### src/rtl/div_cmd_arb_pkg.sv
// Shared types and widths for the divider command arbiter.
// ADDR_WIDTH/DATA_WIDTH normally come from param_def.v; the defaults below apply when it is not included.
`ifndef ADDR_WIDTH
`define ADDR_WIDTH 8
`endif
`ifndef DATA_WIDTH
`define DATA_WIDTH 16
`endif

package div_arb_pkg;
  localparam int CNT_W  = 3;
  localparam int ADDR_W = `ADDR_WIDTH;
  localparam int DATA_W = `DATA_WIDTH;

  typedef enum logic [1:0] {
    IDLE  = 2'b00,
    READ  = 2'b01,
    WRITE = 2'b10
  } cmd_e;

  typedef enum logic [1:0] {
    S_IDLE,
    S_ISSUE,
    S_WAIT,
    S_RESP
  } arb_state_e;

  // 2'b11 and IDLE are granted but never reach the register file
  function automatic logic cmd_legal(input logic [1:0] c);
    return (c == READ) || (c == WRITE);
  endfunction
endpackage

### src/rtl/div_cmd_arb_if.sv
// Requester-side and register-file-side buses of the divider command arbiter.
interface div_cmd_arb_if #(
  parameter int N_REQ = 3
);
  logic [N_REQ-1:0]                            req_vld_i;
  logic [N_REQ-1:0][1:0]                       req_cmd_i;
  logic [N_REQ-1:0][div_arb_pkg::ADDR_W-1:0]   req_addr_i;
  logic [N_REQ-1:0][div_arb_pkg::DATA_W-1:0]   req_wdata_i;
  logic [N_REQ-1:0]                            req_gnt_o;
  logic [N_REQ-1:0]                            req_rvld_o;
  logic [div_arb_pkg::DATA_W-1:0]              req_rdata_o;
  logic [1:0]                                  cmd_opt_o;
  logic [div_arb_pkg::ADDR_W-1:0]              cmd_addr_o;
  logic [div_arb_pkg::DATA_W-1:0]              cmd_data_o;
  logic [div_arb_pkg::DATA_W-1:0]              cmd_rdata_i;
  logic                                        busy_o;

  modport master (
    output req_vld_i, req_cmd_i, req_addr_i, req_wdata_i, cmd_rdata_i,
    input  req_gnt_o, req_rvld_o, req_rdata_o, cmd_opt_o, cmd_addr_o, cmd_data_o, busy_o
  );

  modport slave (
    input  req_vld_i, req_cmd_i, req_addr_i, req_wdata_i, cmd_rdata_i,
    output req_gnt_o, req_rvld_o, req_rdata_o, cmd_opt_o, cmd_addr_o, cmd_data_o, busy_o
  );
endinterface

### src/rtl/div_cmd_arb_rr_pick.sv
// Combinational winner picker: round-robin from last_gnt+1, or fixed priority
// (lowest index wins) when DIV_CMD_ARB_FIXPRIO_EN is defined.
module div_rr_pick #(
  parameter  int N_REQ = 3,
  localparam int IDX_W = (N_REQ > 1) ? $clog2(N_REQ) : 1
) (
  input  logic [N_REQ-1:0] req,
  input  logic [IDX_W-1:0] last_gnt,
  output logic [N_REQ-1:0] gnt,
  output logic [IDX_W-1:0] idx
);

`ifdef DIV_CMD_ARB_FIXPRIO_EN
  logic unused_last;
  assign unused_last = ^last_gnt;

  // Descending scan: the lowest requesting index is written last and wins
  always_comb begin
    gnt = '0;
    idx = '0;
    for (int i = N_REQ - 1; i >= 0; i--) begin
      if (req[i]) begin
        gnt    = '0;
        gnt[i] = 1'b1;
        idx    = IDX_W'(i);
      end
    end
  end
`else
  // Scan offsets N_REQ..1 so the requester closest after last_gnt is written last
  always_comb begin
    gnt = '0;
    idx = '0;
    for (int i = N_REQ; i >= 1; i--) begin
      if (req[(int'(last_gnt) + i) % N_REQ]) begin
        gnt = '0;
        gnt[(int'(last_gnt) + i) % N_REQ] = 1'b1;
        idx = IDX_W'((int'(last_gnt) + i) % N_REQ);
      end
    end
  end
`endif

endmodule

### src/rtl/div_cmd_arb.sv
// Shares the divider register command port among N_REQ requesters, one command in flight.
// Build option: DIV_CMD_ARB_FIXPRIO_EN selects fixed priority instead of round-robin.
module div_cmd_arb
  import div_arb_pkg::*;
#(
  parameter int N_REQ  = 3,
  parameter int RD_LAT = 1
) (
  input logic          clk_i,
  input logic          rst_i,
  div_cmd_arb_if.slave bus
);

  localparam int IDX_W = (N_REQ > 1) ? $clog2(N_REQ) : 1;

  arb_state_e        state;
  logic [IDX_W-1:0]  last_gnt;
  logic [IDX_W-1:0]  owner;
  logic [CNT_W-1:0]  cnt;
  logic [1:0]        opt_q;
  logic [ADDR_W-1:0] addr_q;
  logic [DATA_W-1:0] data_q;
  logic [DATA_W-1:0] rdata_q;
  logic [N_REQ-1:0]  rvld_q;

  logic [N_REQ-1:0]  win_gnt;
  logic [IDX_W-1:0]  win_idx;
  logic [1:0]        win_cmd;

  div_rr_pick #(.N_REQ(N_REQ)) u_pick (
    .req      (bus.req_vld_i),
    .last_gnt (last_gnt),
    .gnt      (win_gnt),
    .idx      (win_idx)
  );

  assign win_cmd = bus.req_cmd_i[win_idx];

  // Grant only while idle and out of reset, so a single command is ever in flight
  assign bus.req_gnt_o   = (state == S_IDLE && !rst_i) ? win_gnt : '0;
  assign bus.req_rvld_o  = rvld_q;
  assign bus.req_rdata_o = rdata_q;
  assign bus.cmd_opt_o   = opt_q;
  assign bus.cmd_addr_o  = addr_q;
  assign bus.cmd_data_o  = data_q;
  assign bus.busy_o      = (state != S_IDLE);

  always_ff @(posedge clk_i or posedge rst_i) begin
    if (rst_i) begin
      state    <= S_IDLE;
      last_gnt <= IDX_W'(N_REQ - 1);
      owner    <= '0;
      cnt      <= '0;
      opt_q    <= IDLE;
      addr_q   <= '0;
      data_q   <= '0;
      rdata_q  <= '0;
      rvld_q   <= '0;
    end else begin
      opt_q  <= IDLE;
      rvld_q <= '0;
      unique case (state)
        S_IDLE: begin
          if (|bus.req_vld_i) begin
            last_gnt <= win_idx;
            owner    <= win_idx;
            addr_q   <= bus.req_addr_i[win_idx];
            data_q   <= bus.req_wdata_i[win_idx];
            // Illegal/IDLE commands are consumed here without touching the bus
            if (cmd_legal(win_cmd)) begin
              opt_q <= win_cmd;
              state <= S_ISSUE;
            end
          end
        end
        S_ISSUE: begin
          if (opt_q == WRITE) begin
            state <= S_IDLE;
          end else if (RD_LAT == 0) begin
            rdata_q <= bus.cmd_rdata_i;
            rvld_q  <= N_REQ'(1) << owner;
            state   <= S_RESP;
          end else begin
            cnt   <= '0;
            state <= S_WAIT;
          end
        end
        S_WAIT: begin
          if (cnt == CNT_W'(RD_LAT - 1)) begin
            cnt     <= '0;
            rdata_q <= bus.cmd_rdata_i;
            rvld_q  <= N_REQ'(1) << owner;
            state   <= S_RESP;
          end else begin
            cnt <= cnt + 1'b1;
          end
        end
        S_RESP: begin
          state <= S_IDLE;
        end
        default: state <= S_IDLE;
      endcase
    end
  end

endmodule

### src/flat_wrapper.sv
// flat-port wrapper written by rule: the top's interface ports become plain ports
module div_cmd_arb_flat import div_arb_pkg::*;
#(
  parameter int N_REQ  = 3,
  parameter int RD_LAT = 1
)
  (clk_i, rst_i, bus_req_vld_i, bus_req_cmd_i, bus_req_addr_i, bus_req_wdata_i, bus_cmd_rdata_i, bus_req_gnt_o, bus_req_rvld_o, bus_req_rdata_o, bus_cmd_opt_o, bus_cmd_addr_o, bus_cmd_data_o, bus_busy_o);
  div_cmd_arb_if #(.N_REQ(N_REQ)) bus_i ();
  input logic clk_i;
  input logic rst_i;
  input wire logic [$bits(bus_i.req_vld_i)-1:0] bus_req_vld_i;
  input wire logic [$bits(bus_i.req_cmd_i)-1:0] bus_req_cmd_i;
  input wire logic [$bits(bus_i.req_addr_i)-1:0] bus_req_addr_i;
  input wire logic [$bits(bus_i.req_wdata_i)-1:0] bus_req_wdata_i;
  input wire logic [$bits(bus_i.cmd_rdata_i)-1:0] bus_cmd_rdata_i;
  output wire logic [$bits(bus_i.req_gnt_o)-1:0] bus_req_gnt_o;
  output wire logic [$bits(bus_i.req_rvld_o)-1:0] bus_req_rvld_o;
  output wire logic [$bits(bus_i.req_rdata_o)-1:0] bus_req_rdata_o;
  output wire logic [$bits(bus_i.cmd_opt_o)-1:0] bus_cmd_opt_o;
  output wire logic [$bits(bus_i.cmd_addr_o)-1:0] bus_cmd_addr_o;
  output wire logic [$bits(bus_i.cmd_data_o)-1:0] bus_cmd_data_o;
  output wire logic [$bits(bus_i.busy_o)-1:0] bus_busy_o;
  assign bus_i.req_vld_i = bus_req_vld_i;
  assign bus_i.req_cmd_i = bus_req_cmd_i;
  assign bus_i.req_addr_i = bus_req_addr_i;
  assign bus_i.req_wdata_i = bus_req_wdata_i;
  assign bus_i.cmd_rdata_i = bus_cmd_rdata_i;
  assign bus_req_gnt_o = bus_i.req_gnt_o;
  assign bus_req_rvld_o = bus_i.req_rvld_o;
  assign bus_req_rdata_o = bus_i.req_rdata_o;
  assign bus_cmd_opt_o = bus_i.cmd_opt_o;
  assign bus_cmd_addr_o = bus_i.cmd_addr_o;
  assign bus_cmd_data_o = bus_i.cmd_data_o;
  assign bus_busy_o = bus_i.busy_o;
  div_cmd_arb #(.N_REQ(N_REQ), .RD_LAT(RD_LAT)) u_core (.clk_i(clk_i), .rst_i(rst_i), .bus(bus_i));
endmodule
### config.mk
export PLATFORM = sky130hd
export DESIGN_NAME = div_cmd_arb_flat
export DESIGN_NICKNAME = d
export VERILOG_FILES = /design/src/rtl/div_cmd_arb_pkg.sv /design/src/rtl/div_cmd_arb_if.sv /design/src/rtl/div_cmd_arb_rr_pick.sv /design/src/rtl/div_cmd_arb.sv /design/src/flat_wrapper.sv
export SDC_FILE = /design/constraint.sdc
export NUM_CORES = 1
export LEC_CHECK = 0
export ABC_AREA = 1
export ABC_CLOCK_PERIOD_IN_PS = 4800
export CAP_MARGIN = 30
export CORE_UTILIZATION = 46
export DETAILED_ROUTE_END_ITERATION = 8
export HOLD_SLACK_MARGIN = 0.08
export PLACE_DENSITY = 0.87
export SETUP_SLACK_MARGIN = 0.3
export SLEW_MARGIN = 10
export SYNTH_ARGS = -nofsm -noshare
export SYNTH_HDL_FRONTEND = slang
export SYNTH_HIERARCHICAL = 1
export SYNTH_SLANG_ARGS = --single-unit
### constraint.sdc
create_clock -name clk_i -period 4.8 [get_ports clk_i]
set_clock_uncertainty 0.2 [all_clocks]
set_input_delay 0.72 -clock clk_i [delete_from_list [all_inputs] [get_ports clk_i]]
set_output_delay 0.72 -clock clk_i [all_outputs]
set_load 0.005 [all_outputs]
Yosys cells after proc, flatten, opt, wreduce, memory -nomap -nowiden
Index checks and enable logic that the tools add are counted.
Operators by class
  $add $sub $neg: 4
  multiply operators: 0
  div/mod/pow operators: 3
  order comparisons: 7
  eq/ne operators: 10
  shift-type cells: 1
  muxes and demuxes: 41
  bitwise logic cells: 0
  reductions and logical operators: 15
Operators by type and width (count)
  32-bit by 1-bit >= comparator with 1-bit output, second input constant: 3
  32-bit by 4-bit < comparator with 1-bit output, second input constant: 3
  32-bit by 3-bit remainder unit with 32-bit output, second input constant: 3
  16-bit binary-select mux with 2-bit select: 1
  3-bit two-way mux: 8
  2-bit two-way mux: 11
  8-bit binary-select mux with 2-bit select: 1
  16-bit two-way mux: 1
  1-bit two-way mux: 9
  2-bit == test, second input constant: 4
  8-bit two-way mux: 1
  2-bit one-hot mux with 4 select lines: 1
  2-bit by 2-bit adder with 3-bit output, second input constant: 2
  1-bit binary-select mux with 2-bit select: 3
  1-bit demux with 2-bit select: 3
  2-bit != test, second input constant: 3
  3-bit one-hot mux with 2 select lines: 1
  2-bit AND reduction: 3
  2-bit binary-select mux with 2-bit select: 1
  2-bit by 1-bit == test with 1-bit output, second input constant: 2
  1-bit logical AND: 4
  2-bit nonzero test: 2
  2-bit by 1-bit adder with 3-bit output, second input constant: 1
  3-bit by 1-bit adder with 3-bit output, second input constant: 1
  9 further kinds: 9
Storage, ports and cells
  register bits: 54
  bits in latches: 0
  bits in writable memories: 0
  memory bits (read-only): 0
  input port bits: 99
  output and inout bits: 49
  logic and storage cells: 90
  memories kept: 0

Longest topological paths before layout
  depth in word-level cells: 15
  gate-level depth with buffers: 20
  mapped depth without buffers: 19

Modules after synthesis
Netlist, hierarchy kept.
Modules (own cells, without submodules)
  div_cmd_arb: instances 1, cells each 439, area an instance 3007.9 um2, seq. area each 1327.5 um2
  div_rr_pick: instances 1, cells each 53, area an instance 271.5 um2, seq. area each 0.0 um2

Least setup slack after synthesis
Ideal clock, no wire load.
  path kind: input to output
  start: input rst_i
  end: output bus_req_gnt_o[0]
  data arrival time: 2216 ps
  required time: 3880 ps
  slack: 1664 ps
  cell stages on the path: 3
  buffers on the path: 0
  cell sequence: inv_1 nand2_1 nor2_1
On the way
  word-level cells in the longest chain between the ends: 3
RTL lines
  start: declaration: line flat_wrapper.sv:10  | input logic rst_i;
  1-bit zero test: line div_cmd_arb.sv:40  | assign bus.req_gnt_o = (state == S_IDLE && !rst_i) ? win_gnt : '0;
  1-bit logical AND: line div_cmd_arb.sv:40
  3-bit two-way mux: line div_cmd_arb.sv:40
  end: declaration: line flat_wrapper.sv:16  | output wire logic [$bits(bus_i.req_gnt_o)-1:0] bus_req_gnt_o;
Every way passes these cells.

Final worst setup path
  start: register u_core.last_gnt[0]
  end: output bus_req_gnt_o[1]
On the way
  word-level cells in the longest chain between the ends: 10
  elaborated cells between the ends (all ways): 34
  those cells by class: add/sub: 3; div: 3; order compare: 6; mux: 19; reduce/logical: 3
RTL lines
  start: declaration: line div_cmd_arb.sv:17  | logic [IDX_W-1:0] last_gnt;
  start signal: assignment: line div_cmd_arb.sv:51  | last_gnt <= IDX_W'(N_REQ - 1);
  start signal: assignment: line div_cmd_arb.sv:65  | last_gnt <= win_idx;
  2-bit by 2-bit adder with 3-bit output: line div_cmd_arb_rr_pick.sv:35, div_cmd_arb_rr_pick.sv:37
  32-bit by 3-bit remainder unit with 32-bit output: line div_cmd_arb_rr_pick.sv:35, div_cmd_arb_rr_pick.sv:37
  32-bit by 1-bit >= comparator with 1-bit output (not written as such) / 32-bit by 4-bit < comparator with 1-bit output (equally long branches): line div_cmd_arb_rr_pick.sv:37  | gnt[(int'(last_gnt) + i) % N_REQ] = 1'b1;
  1-bit logical AND (not written as such): line div_cmd_arb_rr_pick.sv:37
  1-bit two-way mux (not written as such): line div_cmd_arb_rr_pick.sv:37
  1-bit demux with 2-bit select: line div_cmd_arb_rr_pick.sv:37
  3-bit two-way mux (2 in series): line div_cmd_arb_rr_pick.sv:35  | if (req[(int'(last_gnt) + i) % N_REQ]) begin
  3-bit two-way mux *: line div_cmd_arb_rr_pick.sv:35
  named net u_core.win_gnt[1]: line div_cmd_arb.sv:26  | logic [N_REQ-1:0] win_gnt;
  3-bit two-way mux *: line div_cmd_arb.sv:40
The timed path passes the listed nets; every way through them passes the cells marked *. The select of a mux whose other input is x is not followed.

==> flow_summary.json <==
{
  "outcome": "finished clean",
  "cp.arrival_ns": 2.59,
  "root_buffer": "clkbuf_8",
  "stdcell_count": 728,
  "end_kind": "output pin",
  "drt_iter0_drc": 161,
  "vias_per_cell": 4.687,
  "placed_area_um2": 4746,
  "leakagePower_nw": 2.607,
  "drt-wirelength-per-cell_um": 12.59,
  "power_mw": 3.092,
  "rows": 30,
  "tns_ns": 0,
  "first_pass_iters": 5,
  "ant_nets": 0,
  "post_cts_buffers": 0,
  "ys.warnings.count": 6,
  "syn-cell-area_um2": 3279,
  "vias": 3412,
  "num_io_pins": 148,
  "yosysSeqAreaShare": 0.4048,
  "synthCells": 492,
  "h-tree-depth": 2,
  "grt_max_degree": 54,
  "hpwl_um": 6858,
  "cts_max_path_buffers": 2,
  "drc": 0,
  "num-nets-final": 738,
  "critPathMaxFanout": 7,
  "setup_ws_ns": 1.291,
  "track_usage": 0.2526,
  "insertion_delay_ns": 0.31,
  "seq_area_um2": 1328,
  "diodes": 0,
  "core_um2": 6832,
  "crit_type": "reg -> out",
  "die_h_um": 86.44,
  "die_width_um": 86.44,
  "synth_top_cell_area_share": 0.3968,
  "cts_tree": "yes",
  "areaGrowthSynthToFinish_pct": 48.42,
  "slowest_delay_ns": 0.50,
  "synth_fp_nets": 599,
  "routed_wl_um": 9163,
  "synthTopCellsByArea": "dfrtp_1 40%, nand2_1 27%, inv_1 8.5%",
  "slowest_stage": "clkdlybuf4s50_1",
  "antenna_found_initial": 0,
  "synth_area_per_cell_um2": 6.665,
  "slew_headroom": 0.5084,
  "whs_ns": 0.2816,
  "post_cts_resized": 0,
  "max_freq_mhz": 285.0,
  "dp_slack_ns": 1.044,
  "multi_input_comb_area_um2": 1486,
  "cts_hold_buffers": 0,
  "max-cap-violations": 0,
  "report.final.slew_viol_count": 0,
  "nFillCells": 589,
  "gp_congestion": 0.8947,
  "peakVddDrop_v": 0.0003094,
  "placedCellCount": 719,
  "crit_chain": "inv_1 -> ha_1 -> inv_2 -> nand2_1 -> nand3_2 -> nand2_2 -> nand2_1 -> inv_2 -> a21oi_2 -> inv_1 -> nor2_1 -> clkdlybuf4s50_1",
  "yosysUniqueCellTypes": 24,
  "clock_sinks": 53,
  "power_density_nw_per_um2": 635.3,
  "drive_above_1_share": 0.06329,
  "start_kind": "register",
  "final_common_cell": "nand2_1",
  "worstMarginPinSlew_ns": 0.7358,
  "finalSetupViolations": 0,
  "fin_crit_sh": 0.7310,
  "ys_ff_latch": 53,
  "grt_pass1_wl_um": 14920,
  "final_cell_mix": "240 x nand2_1, 147 x clkdlybuf4s50_1, 73 x inv_1",
  "cts_inserted_buffers": 5,
  "cp_data_required_time_ns": 3.88,
  "design_area_um2": 4867,
  "min_period_ns": 3.509,
  "rsz0062_at_grt": "no",
  "hold_viol_final": 0,
  "start_util": 0.4800,
  "utilization": 0.7125,
  "yosysTopAreaCell": "dfrtp_1",
  "grt_overflow_total": 0,
  "dieArea_um2": 7471,
  "grt_pass1_vias": 3269,
  "clkTransAtPathRegs_ns": 0.10,
  "portBuffers": 147,
  "holdCritPathClass": "reg -> reg"
}
synthesized netlist by cell type (all sizes together):
| master | number |
|---|---|
| o21ai | 9 |
| nand2 | 246 |
| nor2 | 17 |
| a21oi | 2 |
| inv | 86 |
| xor2 | 1 |
| nor3b | 1 |
| ha | 8 |
| dfrtp | 52 |
| buf | 18 |
| dfstp | 1 |
| nor3 | 2 |
| nand3 | 49 |
sequential cells by signal, indices dropped and copies added (netlist names), named ones only:
register,cells
u_core/last_gnt,2
u_core/owner,1
u_core/bus.cmd_data_o,16
u_core/cnt,3
u_core/bus.cmd_addr_o,8
u_core/bus.cmd_opt_o,2
u_core/bus.req_rdata_o,16
u_core/bus.req_rvld_o,3
u_core/state,1
path summary, 6_finish.rpt:
check                                                           start                                    end  slack [ns]  depth (start not counted)
worst max-delay path                   u_core/last_gnt[0]$_DFFE_PP0P_                       bus_req_gnt_o[1]        1.29                         12
worst min-delay path            u_core/bus.req_rdata_o[7]$_DFFE_PP0P_  u_core/bus.req_rdata_o[7]$_DFFE_PP0P_        0.28                          2
worst max register to register         u_core/last_gnt[0]$_DFFE_PP0P_            u_core/state[0]$_DFFE_PP0P_        1.31                         18
worst min register to register  u_core/bus.req_rdata_o[7]$_DFFE_PP0P_  u_core/bus.req_rdata_o[7]$_DFFE_PP0P_        0.28                          2
max in group asynchronous                                       rst_i   u_core/bus.cmd_data_o[5]$_DFFE_PP0P_        3.20                          3
min in group asynchronous                                       rst_i     u_core/bus.req_rvld_o[1]$_DFF_PP0_        0.75                          3
cells by family after synthesis:
kind of cell / after synthesis / synth area share
and+or+nand+nor: 315 / 0.3987
buffers and inverters: 104 / 0.1419
DFF: 53 / 0.4048
AOI/OAI and AO/OA: 11 / 0.02137
adders and majority gates: 8 / 0.03052
xor gates and xnor gates: 1 / 0.002671
report_power, final:
| part | total [mW] | internal [mW] | switching [mW] |
|---|---|---|---|
| registers | 0.768 | 0.649 | 0.118 |
| logic | 2.06 | 0.874 | 1.19 |
| clock network | 0.262 | 0.106 | 0.157 |
| total | 3.09 | 1.63 | 1.46 |
layout make-up:
cell class / instances / share of cell area
clock buffer: 5 / 0.01414
clock inverter: 3 / 0.005141
inverter: 86 / 0.06684
multi-input combinational: 335 / 0.3054
sequential: 53 / 0.2727
tap: 96 / 0.02468
timing repair buffer: 150 / 0.3111
worst max-delay path, delay by kind of cell (launching register included):
family / cells / cell delay, ns
flip-flops: 1 / 0.49
AND/OR/NAND/NOR: 5 / 0.43
buffers and inverters: 5 / 0.84
adder cells (fa/ha/maj): 1 / 0.40
AO/OA/AOI/OAI: 1 / 0.13
layer usage:
| metal | vias to the layer above | track usage | wire (um) |
|---|---|---|---|
| li1 | 1723 | - | - |
| met1 | 1553 | 0.3254 | 3914 |
| met2 | 112 | 0.4372 | 4619 |
| met3 | 24 | 0.03429 | 372 |
| met4 | 0 | 0.08636 | 258 |
| met5 | - | 0 | 0 |
(Power assumes the default switching activity.)
